<file path="config.mk">
export PLATFORM = sky130hd
export DESIGN_NAME = branch_ctrl_flat
export DESIGN_NICKNAME = d
export VERILOG_FILES = /design/src/rtl/branch_ctrl_if.sv /design/src/rtl/branch_ctrl.sv /design/src/flat_wrapper.sv
export SDC_FILE = /design/constraint.sdc
export NUM_CORES = 1
export LEC_CHECK = 0
export ABC_CLOCK_PERIOD_IN_PS = 4100
export CAP_MARGIN = 5
export CORE_ASPECT_RATIO = 1.2
export CORE_MARGIN = 8
export CORE_UTILIZATION = 53
export CTS_CLUSTER_SIZE = 25
export DETAILED_ROUTE_END_ITERATION = 7
export PLACE_DENSITY = 0.9
export SKIP_CTS_REPAIR_TIMING = 1
export SLEW_MARGIN = 15
export SYNTH_ARGS = -nofsm -noshare
export SYNTH_HDL_FRONTEND = slang
export SYNTH_SLANG_ARGS = --single-unit
</file>
<file path="constraint.sdc">
create_clock -name clk -period 4.1 [get_ports clk]
set_input_delay 0.82 -clock clk [delete_from_list [all_inputs] [get_ports clk]]
set_output_delay 0.82 -clock clk [all_outputs]
set_load 0.01 [all_outputs]
</file>
<file path="src/rtl/branch_ctrl_if.sv">
// branch_ctrl_if: request, comparator and response signals of the branch
// controller. The slave modport is the controller's view. The master modport
// is the environment's view: the requester, the external comparator and the
// PC-select consumer.
interface branch_ctrl_if #(
    parameter int unsigned XLEN = 32
);
    logic            req_valid;
    logic            req_ready;
    logic [2:0]      req_funct3;
    logic [XLEN-1:0] req_pc;
    logic [XLEN-1:0] req_imm;
    logic [XLEN-1:0] req_rs1;
    logic [XLEN-1:0] req_rs2;

    logic [XLEN-1:0] cmp_a;
    logic [XLEN-1:0] cmp_b;
    logic            cmp_brun;
    logic            cmp_eq;
    logic            cmp_lt;

    logic            resp_valid;
    logic            resp_ready;
    logic            resp_taken;
    logic [XLEN-1:0] resp_next_pc;
    logic            resp_illegal;
    logic            resp_misalign;

    modport slave (
        input  req_valid, req_funct3, req_pc, req_imm, req_rs1, req_rs2,
        input  cmp_eq, cmp_lt, resp_ready,
        output req_ready, cmp_a, cmp_b, cmp_brun,
        output resp_valid, resp_taken, resp_next_pc, resp_illegal, resp_misalign
    );

    modport master (
        output req_valid, req_funct3, req_pc, req_imm, req_rs1, req_rs2,
        output cmp_eq, cmp_lt, resp_ready,
        input  req_ready, cmp_a, cmp_b, cmp_brun,
        input  resp_valid, resp_taken, resp_next_pc, resp_illegal, resp_misalign
    );
endinterface

</file>
<file path="src/rtl/branch_ctrl.sv">
// branch_ctrl: sequencing controller for the shared branch comparator.
// IDLE accepts and latches a request, CMP presents the operands to the
// external comparator and registers the resolution, RESP holds the result
// until the consumer takes it.
// Optional feature macro: BRANCH_CTRL_STATS_EN adds saturating counters
// stat_branches / stat_taken.
module branch_ctrl #(
    parameter int unsigned XLEN = 32
) (
    input  logic         clk,
    input  logic         rst_n,
    branch_ctrl_if.slave bus
`ifdef BRANCH_CTRL_STATS_EN
    ,
    output logic [31:0]  stat_branches,
    output logic [31:0]  stat_taken
`endif
);

    typedef enum logic [1:0] {
        IDLE,
        CMP,
        RESP
    } state_t;

    state_t          state;
    logic [2:0]      funct3_q;
    logic [XLEN-1:0] pc_q;
    logic [XLEN-1:0] imm_q;

    logic [XLEN-1:0] target;
    logic [XLEN-1:0] seq_pc;
    logic            taken;
    logic            illegal;

    // Resolve taken/illegal from the latched funct3 and the live comparator results
    always_comb begin
        target  = pc_q + imm_q;
        seq_pc  = pc_q + XLEN'(4);
        taken   = 1'b0;
        illegal = 1'b0;
        case (funct3_q)
            3'b000:  taken = bus.cmp_eq;
            3'b001:  taken = !bus.cmp_eq;
            3'b100:  taken = bus.cmp_lt;
            3'b101:  taken = !bus.cmp_lt;
            3'b110:  taken = bus.cmp_lt;
            3'b111:  taken = !bus.cmp_lt;
            default: illegal = 1'b1;
        endcase
    end

    // Controller FSM with registered handshake, comparator and response outputs.
    // req_ready is registered, so it rises on the first edge after reset release.
    always_ff @(posedge clk or negedge rst_n) begin
        if (!rst_n) begin
            state             <= IDLE;
            funct3_q          <= '0;
            pc_q              <= '0;
            imm_q             <= '0;
            bus.req_ready     <= 1'b0;
            bus.cmp_a         <= '0;
            bus.cmp_b         <= '0;
            bus.cmp_brun      <= 1'b0;
            bus.resp_valid    <= 1'b0;
            bus.resp_taken    <= 1'b0;
            bus.resp_next_pc  <= '0;
            bus.resp_illegal  <= 1'b0;
            bus.resp_misalign <= 1'b0;
        end else begin
            case (state)
                IDLE: begin
                    bus.req_ready <= 1'b1;
                    if (bus.req_valid && bus.req_ready) begin
                        funct3_q      <= bus.req_funct3;
                        pc_q          <= bus.req_pc;
                        imm_q         <= bus.req_imm;
                        bus.cmp_a     <= bus.req_rs1;
                        bus.cmp_b     <= bus.req_rs2;
                        bus.cmp_brun  <= (bus.req_funct3[2:1] == 2'b10);
                        bus.req_ready <= 1'b0;
                        state         <= CMP;
                    end
                end
                CMP: begin
                    bus.resp_taken    <= taken;
                    bus.resp_next_pc  <= taken ? target : seq_pc;
                    bus.resp_illegal  <= illegal;
                    bus.resp_misalign <= taken && (target[1:0] != 2'b00);
                    bus.resp_valid    <= 1'b1;
                    bus.cmp_brun      <= 1'b0;
                    state             <= RESP;
                end
                RESP: begin
                    if (bus.resp_ready) begin
                        bus.resp_valid <= 1'b0;
                        bus.req_ready  <= 1'b1;
                        state          <= IDLE;
                    end
                end
                default: begin
                    state <= IDLE;
                end
            endcase
        end
    end

`ifdef BRANCH_CTRL_STATS_EN
    // Saturating counts of completed response handshakes and taken resolutions
    always_ff @(posedge clk or negedge rst_n) begin
        if (!rst_n) begin
            stat_branches <= '0;
            stat_taken    <= '0;
        end else if (bus.resp_valid && bus.resp_ready) begin
            if (stat_branches != '1) begin
                stat_branches <= stat_branches + 32'd1;
            end
            if (bus.resp_taken && (stat_taken != '1)) begin
                stat_taken <= stat_taken + 32'd1;
            end
        end
    end
`endif

endmodule

</file>
<file path="src/flat_wrapper.sv">
// flat-port wrapper written by rule: the top's interface ports become plain ports
module branch_ctrl_flat 
#(
    parameter int unsigned XLEN = 32
)
  (clk, rst_n, bus_req_valid, bus_req_funct3, bus_req_pc, bus_req_imm, bus_req_rs1, bus_req_rs2, bus_cmp_eq, bus_cmp_lt, bus_resp_ready, bus_req_ready, bus_cmp_a, bus_cmp_b, bus_cmp_brun, bus_resp_valid, bus_resp_taken, bus_resp_next_pc, bus_resp_illegal, bus_resp_misalign);
  branch_ctrl_if #(.XLEN(XLEN)) bus_i ();
  input  logic clk;
  input  logic rst_n;
  input wire logic [$bits(bus_i.req_valid)-1:0] bus_req_valid;
  input wire logic [$bits(bus_i.req_funct3)-1:0] bus_req_funct3;
  input wire logic [$bits(bus_i.req_pc)-1:0] bus_req_pc;
  input wire logic [$bits(bus_i.req_imm)-1:0] bus_req_imm;
  input wire logic [$bits(bus_i.req_rs1)-1:0] bus_req_rs1;
  input wire logic [$bits(bus_i.req_rs2)-1:0] bus_req_rs2;
  input wire logic [$bits(bus_i.cmp_eq)-1:0] bus_cmp_eq;
  input wire logic [$bits(bus_i.cmp_lt)-1:0] bus_cmp_lt;
  input wire logic [$bits(bus_i.resp_ready)-1:0] bus_resp_ready;
  output wire logic [$bits(bus_i.req_ready)-1:0] bus_req_ready;
  output wire logic [$bits(bus_i.cmp_a)-1:0] bus_cmp_a;
  output wire logic [$bits(bus_i.cmp_b)-1:0] bus_cmp_b;
  output wire logic [$bits(bus_i.cmp_brun)-1:0] bus_cmp_brun;
  output wire logic [$bits(bus_i.resp_valid)-1:0] bus_resp_valid;
  output wire logic [$bits(bus_i.resp_taken)-1:0] bus_resp_taken;
  output wire logic [$bits(bus_i.resp_next_pc)-1:0] bus_resp_next_pc;
  output wire logic [$bits(bus_i.resp_illegal)-1:0] bus_resp_illegal;
  output wire logic [$bits(bus_i.resp_misalign)-1:0] bus_resp_misalign;
  assign bus_i.req_valid = bus_req_valid;
  assign bus_i.req_funct3 = bus_req_funct3;
  assign bus_i.req_pc = bus_req_pc;
  assign bus_i.req_imm = bus_req_imm;
  assign bus_i.req_rs1 = bus_req_rs1;
  assign bus_i.req_rs2 = bus_req_rs2;
  assign bus_i.cmp_eq = bus_cmp_eq;
  assign bus_i.cmp_lt = bus_cmp_lt;
  assign bus_i.resp_ready = bus_resp_ready;
  assign bus_req_ready = bus_i.req_ready;
  assign bus_cmp_a = bus_i.cmp_a;
  assign bus_cmp_b = bus_i.cmp_b;
  assign bus_cmp_brun = bus_i.cmp_brun;
  assign bus_resp_valid = bus_i.resp_valid;
  assign bus_resp_taken = bus_i.resp_taken;
  assign bus_resp_next_pc = bus_i.resp_next_pc;
  assign bus_resp_illegal = bus_i.resp_illegal;
  assign bus_resp_misalign = bus_i.resp_misalign;
  branch_ctrl #(.XLEN(XLEN)) u_core (.clk(clk), .rst_n(rst_n), .bus(bus_i));
endmodule
</file>
# After elaboration in Yosys (flattened, before gate mapping)

Cells that the tools add are included.

Flip-flop bits (word level): 171
Output and inout bits: 102
Word-level logic and storage cells: 56

Add/sub/neg operators: 2
Equality and inequality tests: 10
Mux-type cells: 13
Reduce and logical (&&, ||, !) cells: 18

Operator list:

| operator                                      | count |
|---|---|
| adder 32 x 3 -> 32 bit, second input constant | 1 |
| adder 32 bit                                  | 1 |
| 2-to-1 mux 32 bit                             | 1 |
| == test 3 bit, second input constant          | 4 |
| AND reduction 2 bit                           | 5 |
| nonzero test 2 bit                            | 4 |
| case mux 1 bit (2 select lines)               | 3 |
| case mux 2 bit (3 select lines)               | 1 |
| OR reduction 6 bit                            | 1 |
| 2-to-1 mux 1 bit                              | 5 |
| == test 2 bit, second input constant          | 2 |
| 2-to-1 mux 2 bit                              | 2 |
| case mux 1 bit (4 select lines)               | 1 |
| OR reduction 2 bit                            | 2 |
| == test 3 x 1 -> 1 bit, second input constant | 1 |
| zero test 3 bit                               | 1 |
| == test 2 x 1 -> 1 bit, second input constant | 1 |
| logical AND 1 bit                             | 2 |
| zero test 1 bit                               | 2 |
| zero test 2 bit                               | 1 |
| != test 2 x 1 -> 1 bit, second input constant | 1 |
| != test 2 bit, second input constant          | 1 |

# Longest topological paths before layout

Depth after elaboration: 4
Mapped depth: 11
Gate-level depth less buffers: 11

# Worst setup path before layout

Ideal clock, no wire load.

Path type: flip-flop to flip-flop
Start: reg u_core.pc_q[0]
End: reg u_core.bus.resp_next_pc[30]
Library setup time: 0.086 ns
Data arrival time: 2.376 ns
Slack: 1.638 ns
Stages on the path, launching flop included: 12
Path buffers: 0
Path through: dfrtp_1 -> ha_1 -> inv_1 -> fa_1 -> nand2b_1 -> a21oi_2 -> o21ai_1 -> o31ai_2 -> a31oi_2 -> o31a_1 -> mux2i_1 -> nor3_1

Longest elaborated chain between the ends: 2

Ends and longest elaborated chain:

| item                                                   | line                                 | text |
|---|---|---|
| start, declared                                        | branch_ctrl.sv:28                    | `logic [XLEN-1:0] pc_q;` |
| start signal, assigned                                 | branch_ctrl.sv:76                    | `pc_q <= bus.req_pc;` |
| adder 32 x 3 -> 32 bit or adder 32 bit (tied branches) | branch_ctrl.sv:39, branch_ctrl.sv:38 |  |
| 2-to-1 mux 32 bit *                                    | branch_ctrl.sv:87                    | `bus.resp_next_pc <= taken ? target : seq_pc;` |
| end signal, assigned                                   | branch_ctrl.sv:87                    |  |
| end, declared                                          | branch_ctrl_if.sv:33                 | `output resp_valid, resp_taken, resp_next_pc, resp_illegal, resp_misalign` |

Mark *: on every way between the ends. The rest lies on a longest branch, timed or not.
A chain may end at the register's enable or synchronous reset.

# Final worst setup path

Same ends and word-level chain as after synthesis.

==> metrics.md <==
| Metric | Value |
|---|---|
| Detail Placement HPWL | `17900 um` |
| Die area | `21200 um^2` |
| DRT iter0 DRCs | `501` |
| GR Overflow Total | `0` |
| FP Rows | `52` |
| Clk root buf | `clkbuf_16` |
| DRT Pass-1 Iters | `5` |
| Post-route DRC | `0` |
| Final WL | `23800 um` |
| Clk pin slew, worst setup/hold paths | `70 ps` |
| Layout Cells excl Fill | `1267` |
| Status | `finished clean` |
| Worst Hold Depth | `2` |
| Leading register cell type out of synthesis | `dfrtp_1` |
| Total Routing Usage GR | `0.227` |
| Largest net degree at the start of global routing | `105` |
| Count leader, synth | `dfrtp_1` |
| Final net count | `1209` |
| R2r setup slk | `1210 ps` |
| Post-DRT Antenna Nets | `0` |
| RSZ-0062 raised after global routing | `false` |
| Worst Reg-to-Reg Cells | `11` |
| Worst setup EP type | `flop` |
| Worst-skew pair later-pin latency | `420 ps` |
| Cell Pwr Density | `923 nW/um^2` |
| Kind of critical path | `flop to flop` |
| Peak VDD IR | `0.000414 V` |
| Final setup violation count | `0` |
| Seq/Total Area, Yosys | `0.482` |
| Die width | `134 um` |
| Flops & latches, synth | `171` |
| DR vias | `7160` |
| First-pass GRT wire length | `38300 um` |
| Antenna violations before repair | `0` |
| Min-delay worst type | `flop to flop` |
| Syn nets | `982` |
| Headroom to the max-slew limit | `0.383` |
| Clk sinks | `171` |
| Final slew viol count | `0` |
| Worst R2R Start | `u_core.pc_q[0]` |
| Setup slack at placement | `1180 ps` |
| Worst hold path endpoint | `u_core.bus.resp_next_pc[6]` |
| Post-synth cell types | `60` |
| Max Freq | `345 MHz` |
| Synth top area share | `0.482` |
| Fin. Hold Viols | `0` |
| Clock Skew | `10.4 ps` |
| Core ar. | `16700 um^2` |
| Reg area | `4280 um^2` |
| H-tree Lvls | `4` |
| Synthesis Warnings | `0` |
| Syn_area_per_cell | `10.9 um^2` |
| Pleak | `4.95 nW` |
| N_diodes | `0` |
| Area of the multi-input gates | `4380 um^2` |
| Layout fillers | `1196` |
| WL/cell | `18.8 um` |
| DR vias/cell | `5.65` |
| Worst-Margin Slew | `926 ps` |
| Hold wc startpoint | `u_core.bus.resp_next_pc[6]` |
| Placed cell count | `1236` |
| Fin crit share | `0.706` |
| Post-synth ARST share | `1.00` |
| Max-Cap Viols | `0` |
| Reg2reg end | `u_core.bus.resp_next_pc[30]` |
| Starting density of the core | `0.533` |
| Setup tns final | `0 ps` |
| Cells after Synth | `812` |
| CTS buffer count | `17` |
| Top cells by count, synth | `dfrtp_1 (171), mux2_2 (129), nand2_1 (76)` |
| Max clock buf depth | `2` |
| CTS tree | `done` |
| Startpoint types | `flop` |
| Vias in the first global route | `7450` |
| Layout cells sized above 1 | `0.179` |
| Minimum clock period | `2890 ps` |
| Cell taking the most area after synthesis | `dfrtp_1` |
| Die span in y | `158 um` |
| Worst setup margin | `1210 ps` |
| WP data arrival | `3240 ps` |
| Critical path required time | `4440 ps` |
| Layout area overhead | `35.9%` |
| Cell Area, Synth | `8880 um^2` |
| Gpl congestion | `0.911` |
| Worst-path maximum fanout | `5` |
| EDFF count, synth | `0` |
| Main area contributors after synthesis | `dfrtp_1 (48%), mux2_2 (16%), ha_1 (4.5%)` |
| Hold Slack | `478 ps` |
| I/O pin count | `239` |
| Number of port buffers | `238` |
[per-layer routing]
layer / track usage / routed length, um
met5: 0 / 0
met4: 0.0707 / 398
met3: 0.0889 / 2340
met2: 0.395 / 12000
met1: 0.251 / 9050
[flip-flops by register name, summed over array words and instances (netlist names)]
signal,flops
u_core.bus.cmp_a,32
u_core.bus.cmp_b,32
u_core.bus.cmp_brun,1
u_core.bus.req_ready,1
u_core.bus.resp_illegal,1
u_core.bus.resp_misalign,1
u_core.bus.resp_next_pc,32
u_core.bus.resp_taken,1
u_core.bus.resp_valid,1
u_core.funct3_q,3
u_core.imm_q,32
u_core.pc_q,32
u_core.state,2
[final cells by class]
| cell class | count | area share |
|---|---|---|
| flip-flops and latches | 171 | 0.355 |
| multi-input cells | 589 | 0.363 |
| well taps | 216 | 0.0224 |
| clock inverters | 10 | 0.0117 |
| inverters | 15 | 0.00467 |
| repair buffers | 245 | 0.204 |
| clock buffers | 21 | 0.0390 |
[logic make-up after synthesis]
kind of cell,Yosys count,share of synthesized area
fa+ha+maj,33,0.0474
simple gates,195,0.107
mux,132,0.167
flops,171,0.482
compound gates,181,0.124
buf+inv,52,0.0254
xor+xnor,48,0.0474
[critical path, stage by stage (launching register included)]
cell and delay [ps]:
dfrtp_1 370, ha_1 210, inv_1 70, fa_1 370, nand2b_1 200, a21oi_2 210
o21ai_1 120, o31ai_2 350, a31oi_2 220, o31a_1 360, mux2i_1 150, nor3_1 170
[power by group]
group | switching (mW) | leakage [nW] | internal [mW]
combinational | 3.14 | 2.63 | 3.09
sequential | 0.682 | 2.02 | 2.56
clock | 0.658 | 0.295 | 1.00
total | 4.48 | 4.95 | 6.65
[through the flow]
stage	cell area, um^2	power (mW)	utilization
final	12100	11.1	0.724
after global placement	11400	9.22	0.687
after CTS	12100	11.1	0.724
after global routing	12100	11.9	0.724
after detailed placement	11400	9.40	0.687
after floorplan	8880	7.19	-
[worst max-delay path by stage]
| stage | startpoint | to | depth (start not counted) |
|---|---|---|---|
| 6_report | u_core.pc_q[0] | u_core.bus.resp_next_pc[30] | 11 |
| 2_1_floorplan | u_core.pc_q[0] | u_core.bus.resp_next_pc[30] | 11 |
| 3_5_place_dp | bus_cmp_eq | u_core.bus.resp_next_pc[31] | 7 |
| 3_3_place_gp | bus_cmp_lt | u_core.bus.resp_next_pc[18] | 8 |
| 4_1_cts | u_core.pc_q[0] | u_core.bus.resp_next_pc[30] | 11 |
| 5_1_grt | u_core.pc_q[0] | u_core.bus.resp_next_pc[30] | 11 |
[placed cells by master, fill, tap and decap left out, types with 6 or more instances in the layout]
cell / netlist / final
mux2_2: 129 / 129
a31oi_1: 7 / 7
nand3_1: 22 / 22
clkdlybuf4s50_1: 0 / 237
nor2_1: 40 / 40
inv_1: 15 / 15
nand2b_1: 6 / 6
xnor2_1: 28 / 28
nand4_1: 9 / 9
ha_1: 32 / 32
o21ai_0: 54 / 54
nor3_1: 9 / 8
dfrtp_1: 171 / 171
clkbuf_16: 0 / 17
nand2_1: 76 / 76
a21o_1: 9 / 9
and3_1: 8 / 8
a21oi_1: 61 / 61
xor2_1: 20 / 20
Power figures use the tool's default switching activity.
